File: src/rtl/pipe_hazard_pkg.sv
// Shared types and helpers for the hazard-detection / forwarding controller.
package pipe_hazard_pkg;

  localparam int unsigned DST_W = 8;
  localparam int unsigned LAT_W = 8;
  localparam logic [DST_W-1:0] ZERO_REG = '0;

  // dst/lat are sized for the widest supported configuration; users take the low bits
  typedef struct packed {
    logic             v;
    logic [DST_W-1:0] dst;
    logic [LAT_W-1:0] lat;
  } track_entry_t;

  function automatic int unsigned sel_width(input int unsigned depth);
    return $clog2(depth + 1);
  endfunction

endpackage

File: src/rtl/pipe_hazard_fwd_src_match.sv
// Per-operand priority match against the post-ID tracker: forward select or hazard.
module src_match
  import pipe_hazard_pkg::*;
#(
  parameter int unsigned REG_W = 5,
  parameter int unsigned DEPTH = 3,
  parameter int unsigned SEL_W = sel_width(DEPTH)
) (
  input  logic [REG_W-1:0]         src_i,
  input  logic                     used_i,
  input  track_entry_t [DEPTH:1]   trk_i,
  output logic [SEL_W-1:0]         sel_o,
  output logic                     hazard_o
);

  logic        found;
  int unsigned hit_k;
  int unsigned hit_lat;

  always_comb begin
    found   = 1'b0;
    hit_k   = 0;
    hit_lat = 0;
    // lowest k is the youngest producer and wins
    for (int unsigned k = 1; k <= DEPTH; k++) begin
      if (!found && trk_i[k].v && (trk_i[k].dst == DST_W'(src_i))) begin
        found   = 1'b1;
        hit_k   = k;
        hit_lat = 32'(trk_i[k].lat);
      end
    end

    sel_o    = '0;
    hazard_o = 1'b0;
    if (found && used_i && (DST_W'(src_i) != ZERO_REG)) begin
      if (hit_k < hit_lat) begin
        hazard_o = 1'b1;
      end else if (hit_k < DEPTH) begin
        sel_o = SEL_W'(hit_k + 1);
      end
    end
  end

endmodule

File: src/rtl/pipe_hazard_fwd.sv
// Hazard detection and forwarding-select generation beside the ID stage.
module pipe_hazard_fwd
  import pipe_hazard_pkg::*;
#(
  parameter int unsigned REG_W    = 5,
  parameter int unsigned NSRC     = 2,
  parameter int unsigned DEPTH    = 3,
  parameter int unsigned ALU_LAT  = 1,
  parameter int unsigned LOAD_LAT = 2,
  parameter int unsigned SEL_W    = sel_width(DEPTH)
) (
  input  logic                    clk,
  input  logic                    rst,
  input  logic                    id_valid,
  input  logic [NSRC*REG_W-1:0]   id_src,
  input  logic [NSRC-1:0]         id_src_used,
  input  logic [REG_W-1:0]        id_dst,
  input  logic                    id_wr,
  input  logic                    id_load,
  input  logic                    id_flush,
  output logic                    stall,
  output logic [NSRC*SEL_W-1:0]   ex_fwd_sel,
  output logic [15:0]             stall_cnt
);

  track_entry_t [DEPTH:1]  trk_q, trk_d;
  logic [NSRC-1:0]         hazard;
  logic [NSRC*SEL_W-1:0]   sel_all, fwd_sel_q, fwd_sel_d;
  logic [15:0]             stall_cnt_q, stall_cnt_d;
  logic                    issue;

  for (genvar i = 0; i < NSRC; i++) begin : g_src
    src_match #(
      .REG_W (REG_W),
      .DEPTH (DEPTH),
      .SEL_W (SEL_W)
    ) u_match (
      .src_i    (id_src[i*REG_W +: REG_W]),
      .used_i   (id_src_used[i]),
      .trk_i    (trk_q),
      .sel_o    (sel_all[i*SEL_W +: SEL_W]),
      .hazard_o (hazard[i])
    );
  end

  assign stall = id_valid & ~id_flush & (|hazard);
  assign issue = id_valid & ~id_flush & ~stall;

  always_comb begin
    trk_d = '0;
    if (issue && id_wr && (DST_W'(id_dst) != ZERO_REG)) begin
      trk_d[1].v   = 1'b1;
      trk_d[1].dst = DST_W'(id_dst);
      trk_d[1].lat = id_load ? LAT_W'(LOAD_LAT) : LAT_W'(ALU_LAT);
    end
    for (int unsigned k = 2; k <= DEPTH; k++) begin
      trk_d[k] = trk_q[k-1];
    end

    fwd_sel_d   = issue ? sel_all : '0;
    stall_cnt_d = (stall && (stall_cnt_q != '1)) ? stall_cnt_q + 16'd1 : stall_cnt_q;
  end

  always_ff @(posedge clk) begin
    if (rst) begin
      trk_q       <= '0;
      fwd_sel_q   <= '0;
      stall_cnt_q <= '0;
    end else begin
      trk_q       <= trk_d;
      fwd_sel_q   <= fwd_sel_d;
      stall_cnt_q <= stall_cnt_d;
    end
  end

  assign ex_fwd_sel = fwd_sel_q;
  assign stall_cnt  = stall_cnt_q;

endmodule
File: config.mk
export PLATFORM = sky130hd
export DESIGN_NAME = pipe_hazard_fwd
export DESIGN_NICKNAME = d
export VERILOG_FILES = /design/src/rtl/pipe_hazard_pkg.sv /design/src/rtl/pipe_hazard_fwd_src_match.sv /design/src/rtl/pipe_hazard_fwd.sv
export SDC_FILE = /design/constraint.sdc
export NUM_CORES = 1
export LEC_CHECK = 0
export ABC_AREA = 0
export CORE_MARGIN = 5
export CORE_UTILIZATION = 45
export CTS_CLUSTER_SIZE = 40
export DETAILED_ROUTE_END_ITERATION = 7
export GPL_ROUTABILITY_DRIVEN = 1
export PLACE_DENSITY_LB_ADDON = 0.08
export SYNTH_ARGS = -nofsm -noshare
export SYNTH_HDL_FRONTEND = slang
export SYNTH_HIERARCHICAL = 1
export SYNTH_SLANG_ARGS = --single-unit
File: constraint.sdc
create_clock -name clk -period 10.3 [get_ports clk]
set_clock_uncertainty 0.15 [all_clocks]
set_input_delay 1.545 -clock clk [delete_from_list [all_inputs] [get_ports clk]]
set_output_delay 1.545 -clock clk [all_outputs]
set_load 0.03 [all_outputs]
Word level (Yosys, flattened, before mapping)
Index checks and enable logic that the tools add are counted.
{"block": "word_totals", "regBits": 71, "input_bits": 23}
{"block": "classes", "n_eq_ne": 7, "n_mux": 24, "reduce_logical": 28, "magnitude_cmp": 4, "n_bitwise": 11, "n_addsub": 3}
{"op": "$eq A8 B5 Y1", "n": 6}
{"op": "$mux W8", "n": 6}
{"op": "$logic_and A1 B1 Y1", "n": 17}
{"op": "$mux W17", "n": 1}
{"op": "$add A16 B1 Y16 const B", "n": 1}
{"op": "$lt A2 B8 Y1", "n": 2}
{"op": "$ne A16 B16 Y1 const B", "n": 1}
{"op": "$reduce_bool A5 Y1", "n": 3}
{"op": "$mux W1", "n": 12}
{"op": "$mux W2", "n": 5}
{"op": "$reduce_or A5 Y1", "n": 2}
{"op": "$not A1 Y1", "n": 8}
{"op": "$add A2 B1 Y2 const B", "n": 2}
{"op": "$logic_not A1 Y1", "n": 4}
{"op": "$lt A2 B2 Y1 const B", "n": 2}
{"op": "$reduce_or A2 Y1", "n": 2}
{"op": "$and A1 B1 Y1", "n": 3}

Depth between registers and ports, before layout
{"block": "logic_depth", "depth_word": 22, "mapped_depth": 15, "mapped_depth_nobuf": 14}

By module
Netlist, hierarchy kept.
{"module": "pipe_hazard_fwd", "cells_each": 170, "area_per_inst_um2": 1679.1, "instances": 1}
{"module": "src_match", "cells_each": 53, "area_per_inst_um2": 394.1, "instances": 2}

Worst setup path before layout
OpenSTA, ideal clock, no wires.
{"block": "synth_path", "kind": "input-to-output", "startpoint": "input port id_src[9]", "endpoint": "output port stall", "arrival_ns": 3.896, "t_required_ns": 8.605, "path_buffers": 0, "slack_ns": 4.709, "stages": 13, "path_cell_list": "xnor2_1 -> nand4_2 -> or2_1 -> a311oi_1 -> or2_1 -> ha_1 -> inv_1 -> a2111oi_0 -> or3_1 -> o21ai_1 -> o221a_1 -> o21ai_1 -> inv_1"}
{"block": "synth_between", "elab_chain_cells": 16}
{"item": "start, declared", "line_no": "pipe_hazard_fwd.sv:15", "rtl": "input logic [NSRC*REG_W-1:0] id_src,"}
{"item": "$eq A8 B5 Y1", "line_no": "pipe_hazard_fwd_src_match.sv:26", "rtl": "if (!found && trk_i[k].v && (trk_i[k].dst == DST_W'(src_i))) begin"}
{"item": "$logic_and A1 B1 Y1", "line_no": "pipe_hazard_fwd_src_match.sv:26"}
{"item": "$mux W1", "line_no": "pipe_hazard_fwd_src_match.sv:26"}
{"item": "$logic_not A1 Y1", "line_no": "pipe_hazard_fwd_src_match.sv:26"}
{"item": "$logic_and A1 B1 Y1 (2 in a row)", "line_no": "pipe_hazard_fwd_src_match.sv:26"}
{"item": "$mux W1", "line_no": "pipe_hazard_fwd_src_match.sv:26"}
{"item": "$logic_not A1 Y1", "line_no": "pipe_hazard_fwd_src_match.sv:26"}
{"item": "$logic_and A1 B1 Y1 (2 in a row)", "line_no": "pipe_hazard_fwd_src_match.sv:26"}
{"item": "$mux W2, or another cell as far along", "line_no": "pipe_hazard_fwd_src_match.sv:26"}
{"item": "$lt A2 B8 Y1 / $logic_and A1 B1 Y1 (equally long branches)", "line_no": "pipe_hazard_fwd_src_match.sv:36, pipe_hazard_fwd_src_match.sv:35"}
{"item": "$mux W1 / $logic_and A1 B1 Y1 (equally long branches)", "line_no": "pipe_hazard_fwd_src_match.sv:36, pipe_hazard_fwd_src_match.sv:35"}
{"item": "$mux W1 *", "line_no": "pipe_hazard_fwd_src_match.sv:35", "rtl": "if (found && used_i && (DST_W'(src_i) != ZERO_REG)) begin"}
{"item": "net hazard[1]", "line_no": "pipe_hazard_fwd.sv:27", "rtl": "logic [NSRC-1:0] hazard;"}
{"item": "$reduce_or A2 Y1 *", "line_no": "pipe_hazard_fwd.sv:46", "rtl": "assign stall = id_valid & ~id_flush & (|hazard);"}
{"item": "$and A1 B1 Y1 *", "line_no": "pipe_hazard_fwd.sv:46"}
{"item": "end, declared", "line_no": "pipe_hazard_fwd.sv:21", "rtl": "output logic stall,"}
Mark *: on every way through the listed nets, which the timed path passes. The rest lies on a longest branch.

Final worst setup path
{"block": "layout_path", "startpoint": "input port id_src[6]", "endpoint": "output port stall"}
The elaborated chain is that of the path after synthesis.

==> out/metrics.csv <==
stage;metric;value;unit
global_routing;grt_pass1_wl;9530;um
sta;slew_violations;0;
clock_tree;cts_root_buf;clkbuf_8;
routing;drt_iter0_drc;105;
sta;post-route-period-util;0.699;
pwr;p_per_area;97.0;mW/mm^2
final_layout;drive_above_1_share;0.0885;
min_path;hp-class;reg -> reg;
final_layout;fill_cells;458;
final_layout;register_area;861;um^2
die;die_h;83.7;um
die;die_x;83.7;um
setup_path;crit_chain;clkdlybuf4s50_1 > xnor2_1 > nand4_2 > or2_1 > a311oi_1 > or2_1 > ha_1 > inv_1 > a2111oi_0 > or3_1 > o21ai_1 > o221a_1 > o21ai_1 > inv_1 > clkdlybuf4s50_1;
routing;dr.pass1.iters;4;
status;status;complete, no violations;
final_layout;diodes;0;
setup_path;crit_buf_inv;4;
final_layout;nNetsFinal;398;
setup_path;crit_fanout;7;
placement;portBuffers;43;
clock_tree;cts_tree;done;
clock_tree;path_clk_slew;0.09;ns
setup_path;critical_path_arrival;5.51;ns
min_path;min_from;trk_d[17];
clock_tree;postCtsHoldBufs;0;
clock_tree;numClockSinks;43;
pwr;comb_power_share;0.097;
clock_tree;cts_buffers;5;
setup_path;cp-end-kind;output pin;
setup_path;required;8.61;ns
routing;vias;2193;
setup_path;crit_family;compound AO/OA/AOI/OAI gates;
synthesis;yosys_warnings;6;
pwr;power_frac_seq;0.535;
sta;setup_viol;0;
setup_path;worstSetupPathType;in -> out;
die;ios;44;
global_routing;grt_pass1_vias;1976;
sta;rsz0062_at_grt;false;
routing;drc;0;
pwr;p_int;0.237;mW
setup_path;slowest_delay;0.61;ns
global_routing;track_usage;0.167;
die;core;0.00517;mm^2
pwr;net-switching-power;0.0774;mW
sta;tightest_slew;0.876;ns
placement;hpwl;4480;um
clock_tree;h-tree-depth;2;
synthesis;syn_area_per_cell;8.91;um^2
synthesis;synth_area;0.00244;mm^2
pwr;ir_drop;0.0000815;V
final_layout;final_cells;443;
routing;finalWirelength;5750;um
final_layout;syn_to_final_growth;32.6;%
flow_run;drv_cap;0;
final_layout;multi_input_area;0.00170;mm^2
routing;wl_per_cell;13.0;um
pwr;swShare;0.246;
pwr;power_leakage;1.16;nW
setup_path;reg2reg_from;trk_d[33];
die;initial_core_util;0.472;
setup_path;crit_path_start;id_src[6];
global_routing;overflow;0;
synthesis;netlist_instances;274;
pwr;clkPwrFrac;0.368;
sta;fmax;139;MHz
placement;gp_congestion;0.850;
setup_path;critical_path.slowest_cell;clkdlybuf4s50_1;
clock_tree;cts_resized;0;
global_routing;grt_start_max_net_pins;37;
die;design.die.area;0.00700;mm^2
clock_tree;postCtsSetupBuffers;0;
routing;vias_per_cell;4.95;
sta;relSlewSlack;0.415;
die;rows;26;
placement;placedCellCount;435;
clock_tree;clkLatencyLatePin;0.30;ns
global_routing;antenna_found_initial;0;
sta;hold_viol_final;0;
sta;fin_crit;7.20;ns
setup_path;start_kind;input port;
clock_tree;cts_buffer_depth;2;
sta;fin_tns_setup;0;ns
routing;drtAntennaViolNets;0;
[power groups by stage]
stage	registers (mW)	logic (mW)	clock network (mW)
floorplan	0.172	0.0157	0
global placement	0.172	0.0297	0
detailed placement	0.172	0.0299	0
CTS	0.168	0.0299	0.119
global route	0.168	0.0337	0.127
finish	0.168	0.0304	0.116
[per-layer routing]
layer	vias up	global-route usage	part of all wire
met3	4	0.0326	0.053
met4	0	0.0439	0.0059
met2	49	0.257	0.44
met5	-	0	0
met1	993	0.237	0.50
li1	1147	-	-
[cells in the final DEF, fill, tap and decap left out, drive strengths merged, types with 3 or more instances in the layout]
cell,instances
o21ai,5
nor2,17
nor2b,22
clkbuf,6
xor2,4
o211ai,4
mux2,5
xnor2,26
nand2,9
nor4,8
or3,5
ha,3
nand4,10
clkdlybuf4s50,43
or2,5
or4,14
and3,5
inv,13
conb,54
dfxtp,43
o31ai,5
nor4b,7
and2,5
nand3,6
a2111oi,3
a21oi,10
nor3,13
[worst register-to-register path: cells and delay by family, from the launching register on]
kind	cells	cell delay (ns)
AOI/OAI and AO/OA	6	1.22
buffers and inverters	1	0.06
and+or+nand+nor	6	2.17
adders and majority gates	1	0.20
DFF	1	0.35
[final timing paths]
kind	end	slack [ns]	cells after the start
worst max register to register	stall_cnt[3]	6.06	14
worst min-delay path	trk_d[34]	0.31	1
worst max-delay path	stall	3.10	15
worst min register to register	trk_d[34]	0.31	1
[area by class of cell]
class                           count  area share
Timing Repair Buffer               45       0.138
Sequential cell                    43       0.266
Tap cell                           70      0.0271
Multi-Input combinational cell    264       0.524
Clock buffer                        6      0.0255
Inverter                           13      0.0151
Clock inverter                      2     0.00503
[through the flow]
stage               power [mW]  hold WS [ns]  utilization  setup slack (ns)  area, um^2
floorplan                0.187         0.264            -              4.71        2640
global placement         0.202         0.267        0.607              3.18        3140
detailed placement       0.202         0.279        0.607              3.07        3140
CTS                      0.317         0.311        0.626              3.06        3240
global route             0.329         0.339        0.626              2.75        3240
finish                   0.314         0.306        0.626              3.10        3240
[flip-flops by register name, indices dropped and copies added, names as in the netlist]
signal and flops:
ex_fwd_sel 4, stall_cnt 16, trk_d 16, trk_q 7
Power figures use the tool's default switching activity.
